File: src/rtl/pc_seq_pkg.sv
// Shared types for the program-counter sequencer: operation encoding and the
// request-priority decoder.
package pc_seq_pkg;

    localparam int unsigned PC_OP_W = 3;

    typedef enum logic [PC_OP_W-1:0] {
        OP_HOLD,
        OP_INCR,
        OP_LOAD,
        OP_BRANCH,
        OP_CALL,
        OP_RET
    } pc_op_e;

    // ret > call > load > branch > incr > hold
    function automatic pc_op_e pc_op_decode(
        input logic incr,
        input logic load,
        input logic branch,
        input logic call,
        input logic ret
    );
        if (ret)    return OP_RET;
        if (call)   return OP_CALL;
        if (load)   return OP_LOAD;
        if (branch) return OP_BRANCH;
        if (incr)   return OP_INCR;
        return OP_HOLD;
    endfunction

endpackage

File: src/rtl/pc_ras.sv
// Circular return-address stack; a push while full overwrites the oldest entry
// so the newest RAS_DEPTH addresses are always retained.
module pc_ras #(
    parameter int unsigned PC_W      = 9,
    parameter int unsigned RAS_DEPTH = 4
) (
    input  logic            clk,
    input  logic            rst,
    input  logic            push,
    input  logic            pop,
    input  logic [PC_W-1:0] din,
    output logic [PC_W-1:0] top,
    output logic            empty,
    output logic            full,
    output logic            ovf_evt,
    output logic            unf_evt
);

    localparam int unsigned PTR_W = $clog2(RAS_DEPTH);
    localparam int unsigned CNT_W = $clog2(RAS_DEPTH + 1);
    localparam logic [PTR_W-1:0] PTR_LAST = PTR_W'(RAS_DEPTH - 1);
    localparam logic [CNT_W-1:0] CNT_FULL = CNT_W'(RAS_DEPTH);

    logic [PC_W-1:0]  mem [RAS_DEPTH];
    logic [PTR_W-1:0] wr_ptr;
    logic [PTR_W-1:0] top_ptr;
    logic [CNT_W-1:0] cnt;
    logic [CNT_W-1:0] cnt_nxt;
    logic             do_pop;

    // wr_ptr names the next free slot; the newest entry sits just behind it
    assign top_ptr = (wr_ptr == '0) ? PTR_LAST : wr_ptr - 1'b1;
    assign top     = mem[top_ptr];
    assign do_pop  = pop & ~empty;
    assign ovf_evt = push & full;
    assign unf_evt = pop & empty;

    always_comb begin
        cnt_nxt = cnt;
        if (push && !full) begin
            cnt_nxt = cnt + 1'b1;
        end else if (do_pop) begin
            cnt_nxt = cnt - 1'b1;
        end
    end

    always_ff @(posedge clk or negedge rst) begin
        if (!rst) begin
            wr_ptr <= '0;
            cnt    <= '0;
            empty  <= 1'b1;
            full   <= 1'b0;
        end else begin
            if (push) begin
                wr_ptr <= (wr_ptr == PTR_LAST) ? '0 : wr_ptr + 1'b1;
            end else if (do_pop) begin
                wr_ptr <= top_ptr;
            end
            cnt   <= cnt_nxt;
            empty <= (cnt_nxt == '0);
            full  <= (cnt_nxt == CNT_FULL);
        end
    end

    // Entry storage needs no reset; contents are don't-care while empty
    always_ff @(posedge clk) begin
        if (push) begin
            mem[wr_ptr] <= din;
        end
    end

endmodule

File: src/rtl/pc_seq_unit.sv
// Program-counter sequencer: hold/incr/load/branch/call/ret with an internal
// return-address stack, fetch-address output and R7 mirror.
module pc_seq_unit
    import pc_seq_pkg::*;
#(
    parameter int unsigned PC_W      = 9,
    parameter int unsigned RAS_DEPTH = 4,
    parameter int unsigned RESET_PC  = 0
) (
    input  logic            clk,
    input  logic            rst,
    input  logic            en,
    input  logic            incr,
    input  logic            load,
    input  logic [PC_W-1:0] load_val,
    input  logic            branch,
    input  logic [PC_W-1:0] offset,
    input  logic            call,
    input  logic            ret,
    output logic [PC_W-1:0] pc,
    output logic [PC_W-1:0] r7,
    output logic            ras_empty,
    output logic            ras_full,
    output logic            ras_ovf,
    output logic            ras_unf
);

    localparam logic [PC_W-1:0] PC_RST = PC_W'(RESET_PC);

    pc_op_e          op;
    logic [PC_W-1:0] pc_nxt;
    logic [PC_W-1:0] pc_inc;
    logic [PC_W-1:0] ras_top;
    logic            push;
    logic            pop;
    logic            ovf_evt;
    logic            unf_evt;

    assign op     = pc_op_decode(incr, load, branch, call, ret);
    assign pc_inc = pc + 1'b1;

    // Next-PC mux; stack operations only fire on enabled cycles
    always_comb begin
        pc_nxt = pc;
        push   = 1'b0;
        pop    = 1'b0;
        case (op)
            OP_INCR:   pc_nxt = pc_inc;
            OP_LOAD:   pc_nxt = load_val;
            OP_BRANCH: pc_nxt = pc + offset;
            OP_CALL: begin
                push   = en;
                pc_nxt = load_val;
            end
            OP_RET: begin
                pop    = en;
                pc_nxt = ras_empty ? pc_inc : ras_top;
            end
            default: pc_nxt = pc;
        endcase
    end

    pc_ras #(
        .PC_W      (PC_W),
        .RAS_DEPTH (RAS_DEPTH)
    ) u_ras (
        .clk     (clk),
        .rst     (rst),
        .push    (push),
        .pop     (pop),
        .din     (pc_inc),
        .top     (ras_top),
        .empty   (ras_empty),
        .full    (ras_full),
        .ovf_evt (ovf_evt),
        .unf_evt (unf_evt)
    );

    always_ff @(posedge clk or negedge rst) begin
        if (!rst) begin
            pc      <= PC_RST;
            r7      <= PC_RST;
            ras_ovf <= 1'b0;
            ras_unf <= 1'b0;
        end else if (en) begin
            pc      <= pc_nxt;
            r7      <= pc;
            ras_ovf <= ras_ovf | ovf_evt;
            ras_unf <= ras_unf | unf_evt;
        end
    end

endmodule

File: config.mk
export PLATFORM = sky130hd
export DESIGN_NAME = pc_seq_unit
export DESIGN_NICKNAME = d
export VERILOG_FILES = /design/src/rtl/pc_seq_pkg.sv /design/src/rtl/pc_ras.sv /design/src/rtl/pc_seq_unit.sv
export SDC_FILE = /design/constraint.sdc
export NUM_CORES = 1
export LEC_CHECK = 0
export ABC_AREA = 1
export BUFFER_PORTS_ARGS = -buffer_cell sky130_fd_sc_hd__buf_2
export CAP_MARGIN = 15
export CORE_MARGIN = 2
export CORE_UTILIZATION = 52
export DETAILED_ROUTE_END_ITERATION = 8
export PLACE_DENSITY = 0.81
export SLEW_MARGIN = 20
export SYNTH_ARGS = -nofsm -noshare
export SYNTH_HDL_FRONTEND = slang
export SYNTH_SLANG_ARGS = --single-unit
File: constraint.sdc
create_clock -name clk -period 1.6 [get_ports clk]
set_input_delay 0.16 -clock clk [delete_from_list [all_inputs] [get_ports clk]]
set_output_delay 0.16 -clock clk [all_outputs]
set_load 0.05 [all_outputs]
==> flow_summary.yaml, run 1 <==
logic_synthesis:
  synth_seq_cells: 63
  synth_most_common_cell: "nand2_1"
  synthCells: 462
  async_flop_share: 0.429
  synth-edff-count: 36
  synth_top_area_frac: 0.292
  yosys.area.top_type: "edfxtp_1"
  seq_area_frac_synth: 0.475
  yosys.cell_types.count: 39
  avgSynthCellArea_um2: 8.02
  synth_ff_type: "edfxtp_1"
  ys_top_cells_by_area: "edfxtp_1 29%, dfrtp_1 18%, nand2_1 16%, inv_1 7.7%, nand3_1 7.2%"
  syn_area_mm2: 0.00370
  synth_nets: 504
  yosys-top-cells-count: "154 x nand2_1, 76 x inv_1, 53 x nand3_1, 36 x edfxtp_1, 26 x dfrtp_1"
  yosys_warnings: 0
drt:
  dr.pass1.iters: 5
  wl_per_cell_um: 14.8
  wl_met1_mm: 4.03
  via_count: 3454
  met2_length_mm: 4.86
  wl_mm: 9.81
  drt-initial-drc-count: 187
  viasPerCell: 5.20
  highest_layer: "met4"
  routed-wl-met3_um: 555
  antenna_left: 0
  post-route-drc-count: 0
global_routing:
  grt_overflow: 0
  grt_pass1_wl_mm: 15.8
  grt_max_degree: 28
  grt_use_total: 0.269
  grt_antenna_before_repair: 0
  grt_pass1_vias: 3442
setup_path:
  cp-end-kind: "flip-flop"
  worst_path_max_delay_cell: "dfrtp_4"
  max_stage_delay_ps: 490
  worstPathMaxFanout: 4
  critPathRequiredTime_ps: 1840
  cp-start-kind: "flip-flop"
  crit_path_frequent_cell: "nand2_1"
  reg2regPathDepth: 7
  crit_arrival_ps: 1970
  crit_chain: "ha_4 -> fa_2 -> or2_4 -> a31oi_4 -> nand3_2 -> nand2_1 -> nand2_1"
  crit_type: "flip-flop to flip-flop"
power_and_ir_drop:
  power_density_mw_per_mm2: 2070
  p_total_mw: 10.2
  leakagePower_nw: 2.43
  ir_drop_mv: 1.20
final_layout:
  finalInstanceArea_mm2: 0.00491
  drive_above_1_share: 0.331
  final_nets: 605
  area.growth.synth_to_final_pct: 32.5
  antenna_cells: 0
  utilization: 0.718
place:
  placed_cell_area_mm2: 0.00440
  dp_hpwl_mm: 6.92
  io_buffers: 47
  place_ws_ps: -204
  gp_congestion: 0.955
die:
  coreArea_mm2: 0.00683
  dieArea_mm2: 0.00782
  rows: 30
  io_pins: 48
  start_util: 0.542
  die_height_um: 88.4
  die_w_um: 88.4
min_path:
  min_path_cells: 5
  min_path_type: "primary input to flip-flop"
timing:
  rsz0062_at_grt: "yes"
  setup_tns_ps: -312
  finalCriticalPeriod_ps: 1730
  skew_ps: 10.1
  worst_slack_ps: -129
  hold_violations: 0
  worst_pin_slew_ps: 678
  max_freq_mhz: 578
  slew_headroom: 0.546
  period_share: 1.08
  final-max-slew-violation-count: 0
  setup_violations: 5
cts:
  clkTransAtPathRegs_ps: 70
  worst_skew_pair.late_latency_ps: 350
  cts_htree_levels: 3
  clock-sinks: 63
  root_buffer: "clkbuf_8"
  cts_buffers: 9
  ctsLongestPathBuffers: 2
  cts_tree: "done"
run:
  maxCapViolCount: 0
status:
  violations: "negative setup slack"
  status: "complete, but fails checks"
==> report_power, final <==
| group | total (mW) | internal [mW] | switching [mW] | leakage (nW) |
|---|---|---|---|---|
| Sequential | 2.54 | 2.27 | 0.269 | 0.648 |
| Combinational | 6.03 | 2.23 | 3.80 | 1.67 |
| Clock | 1.59 | 0.927 | 0.667 | 0.109 |
| Total | 10.2 | 5.44 | 4.74 | 2.43 |
==> through the flow <==
| stage | hold slack, ps | instances |
|---|---|---|
| CTS | 112 | 660 |
| global placement | 200 | 641 |
| global route | 157 | 664 |
| detailed placement | 218 | 641 |
| floorplan | -136 | 462 |
| finish | 124 | 664 |
==> flip-flops by register name (all words and copies together), names as in the netlist <==
register and count:
u_ras.mem 36, pc 9, r7 9, u_ras.cnt 3, u_ras.wr_ptr 2, ras_ovf 1, ras_unf 1, u_ras.empty 1
u_ras.full 1
==> cells by family (layout without fill, tap and decap cells) <==
family	after synthesis	count (layout)	share of synthesized area
compound gates	45	45	0.0736
xor+xnor	6	6	0.0182
flops	63	63	0.475
fa+ha+maj	16	16	0.0561
simple gates	240	240	0.278
buf+inv	92	198	0.0996
==> critical path: cells and delay by family (launching register included) <==
kind	cells	cell delay, ps
AOI/OAI and AO/OA	1	170
adders and majority gates	2	540
DFF	1	490
and+or+nand+nor	4	420
==> layout make-up <==
cell class / instances / area, µm²
multi-input combinational: 307 / 1810
sequential: 63 / 1770
tap: 96 / 120
clock buffer: 10 / 138
timing repair buffer: 99 / 656
fill: 502 / 1920
clock inverter: 6 / 92.6
inverter: 83 / 322
==> placed cells by master, fill, tap and decap left out, types with 4 or more instances in the layout <==
cell type / netlist / layout
nand2_1: 154 / 142
buf_2: 2 / 47
ha_4: 0 / 6
a21oi_1: 16 / 15
nand3_2: 1 / 12
o21ai_2: 2 / 5
ha_1: 15 / 9
inv_2: 1 / 5
clkbuf_8: 0 / 10
buf_6: 2 / 4
o21ai_0: 16 / 11
edfxtp_1: 36 / 36
buf_4: 0 / 46
nand3_1: 53 / 41
dfrtp_1: 26 / 19
dfrtp_2: 0 / 6
nor2_1: 19 / 16
inv_1: 76 / 71
nand2_2: 3 / 14
==> path summary, 6_finish.rpt <==
| kind | startpoint | slack, ps | end |
|---|---|---|---|
| setup / recovery | pc[0] | -130 | pc[2] |
| hold reg to reg | ras_unf | 470 | ras_unf |
| setup reg to reg | pc[0] | -130 | pc[2] |
| min in group asynchronous | rst | 380 | u_ras.cnt[2] |
| max in group asynchronous | rst | 750 | pc[0] |
| hold / removal | load_val[2] | 120 | pc[2] |
==> repair_timing <==
item	4_1_cts	5_1_grt
hold endpoints to repair	26	0
gates resized for setup	28	31
setup endpoints to repair	23	29
hold buffers	1	0
pin swaps	13	14
setup buffers	1	4
gates cloned	1	0
==> routing by layer <==
layer  vias up  GRT usage
li1       1677          -
met1      1594      0.326
met2       147      0.470
met3        36     0.0485
met4         0      0.116
met5         -          0
Note: power is estimated with default switching activity, not from simulation.
==> run 2: changes to the inputs <==
--- a/config.mk
+++ b/config.mk
@@ -9,9 +9,9 @@
 export BUFFER_PORTS_ARGS = -buffer_cell sky130_fd_sc_hd__buf_2
 export CAP_MARGIN = 15
 export CORE_MARGIN = 2
-export CORE_UTILIZATION = 52
+export CORE_UTILIZATION = 63
 export DETAILED_ROUTE_END_ITERATION = 8
-export PLACE_DENSITY = 0.81
+export PLACE_DENSITY = 0.91
 export SLEW_MARGIN = 20
 export SYNTH_ARGS = -nofsm -noshare
 export SYNTH_HDL_FRONTEND = slang
==> constraint.sdc (replaced) <==
create_clock -name clk -period 2.2 [get_ports clk]
set_input_delay 0.22 -clock clk [delete_from_list [all_inputs] [get_ports clk]]
set_output_delay 0.22 -clock clk [all_outputs]
set_load 0.05 [all_outputs]
==> run 2 against run 1 <==
  * Cell count shrank 9.5%
  * Core utilization is 4.2 points higher
  * Worst hold slack better by 79 ps
  * Critical path depth increased by 3
  * The flow now finishes without violations
  * Via count rose by 1.6%
  * Critical endpoint is now pc[3]
  * Largest cell class is now flip-flops and latches
  * Die area is 17% lower
==> flow_summary.yaml, run 2 (synthesis gave the netlist of run 1 again) <==
timing:
  rsz0062_at_grt: "no"
  worst_pin_slew_ps: 660
  finalCriticalPeriod_ps: 2010
  max_freq_mhz: 498
  hold_ws_ps: 203
  setup_tns_ps: 0
  hold_violations: 0
  final-max-slew-violation-count: 0
  slew_headroom: 0.560
  skew_ps: 5.59
  worst_slack_ps: 194
  period_share: 0.912
  setup_violations: 0
global_routing:
  grt_antenna_before_repair: 0
  grt_pass1_vias: 3270
  grt_overflow: 0
  grt_pass1_wl_mm: 15.4
  grt_max_degree: 28
  grt_use_total: 0.318
cts:
  ctsLongestPathBuffers: 2
  cts_buffers: 9
  cts_tree: "done"
  cts_setup_buffers: 0
  worst_skew_pair.late_latency_ps: 340
  root_buffer: "clkbuf_8"
  cts_htree_levels: 3
  clock-sinks: 63
  clkTransAtPathRegs_ps: 70
setup_path:
  reg2regPathDepth: 10
  worstPathMaxFanout: 8
  crit_type: "flip-flop to flip-flop"
  reg2reg_slack_ps: 190
  cp-start-kind: "flip-flop"
  critPathRequiredTime_ps: 2420
  r2r-end: "pc[3]"
  crit_arrival_ps: 2230
  cp-end-kind: "flip-flop"
  regToRegStartpoint: "u_ras.wr_ptr[0]"
final_layout:
  final_cell_mix: "153 x nand2_1, 76 x inv_1, 53 x nand3_1"
  final_nets: 566
  finalInstanceArea_mm2: 0.00426
  reg_top3: "u_ras.mem: 36 flops, pc: 9 flops, r7: 9 flops"
  regMostFlops: "u_ras.mem"
  drive_above_1_share: 0.178
  largest_reg_flops: 36
  antenna_cells: 0
  final_common_cell: "nand2_1"
  area.growth.synth_to_final_pct: 15.1
place:
  io_buffers: 47
  gp_congestion: 0.970
  dp_hpwl_mm: 6.64
  placed_cell_area_mm2: 0.00407
  place_ws_ps: 268
die:
  dieArea_mm2: 0.00651
  io_pins: 48
  rows: 27
  die_height_um: 80.7
  die_w_um: 80.7
  coreArea_mm2: 0.00561
  start_util: 0.661
drt:
  wl_mm: 9.44
  viasPerCell: 5.84
  drt-initial-drc-count: 336
  dr.pass1.iters: 5
  via_count: 3509
  post-route-drc-count: 0
  wl_per_cell_um: 15.7
  antenna_left: 0
run:
  maxCapViolCount: 0
power_and_ir_drop:
  p_total_mw: 6.22
  ir_drop_mv: 0.991
  leakagePower_nw: 2.19
  power_density_mw_per_mm2: 1460
min_path:
  min_path_cells: 5
  min_from: "load_val[2]"
  whs_endpoint: "pc[2]"
  min_path_type: "primary input to flip-flop"
status:
  status: "finished clean"
run 2: metal layers:
layer,GRT usage,vias to the layer above,wire length (µm)
li1,-,1600,-
met1,0.392,1589,3530
met2,0.517,255,4500
met3,0.0652,65,921
met4,0.190,0,499
met5,0,-,0
run 2: area by class of cell:
type,instances,area [µm²]
timing repair buffer,60,335
clock buffer,11,131
multi-input combinational,307,1580
inverter,83,318
clock inverter,5,50.0
tap,72,90.1
fill,385,1340
sequential,63,1760
run 2: worst max path at each step:
| stage | startpoint | to | slack, ps | depth (start not counted) |
|---|---|---|---|---|
| CTS | u_ras.wr_ptr[0] | pc[4] | 200 | 13 |
| global placement | pc[1] | pc[6] | 340 | 8 |
| global route | u_ras.wr_ptr[0] | pc[3] | 20 | 10 |
| finish | u_ras.wr_ptr[0] | pc[3] | 190 | 10 |
| floorplan | pc[0] | pc[2] | 140 | 7 |
| detailed placement | pc[1] | pc[6] | 270 | 8 |
run 2: per-stage QoR:
stage,utilization,std cells
2_1_floorplan,-,462
5_1_grt,0.760,601
4_1_cts,0.760,601
3_5_place_dp,0.726,584
3_3_place_gp,0.726,584
6_report,0.760,601
run 2: repair_timing:
action / 4_1_cts / 5_1_grt
hold endpoints to repair: 26 / 0
gates resized for setup: 0 / 2
endpoints found under the setup margin: 0 / 2
hold buffers: 1 / 0
run 2: power by group:
part           switching (mW)  internal, mW  total [mW]
clock network           0.446         0.514       0.960
logic                    2.31         0.977        3.28
registers               0.332          1.64        1.97
total                    3.08          3.13        6.22
run 2: critical path, cell delays in order (launching register included):
cell and delay, ps:
dfrtp_1 460, inv_1 120, ha_1 420, inv_1 250
nand3_1 110, nand2_1 90, nand2_1 60, nand2_1 70
nand2_1 60, o21ai_0 170, nand2_1 80
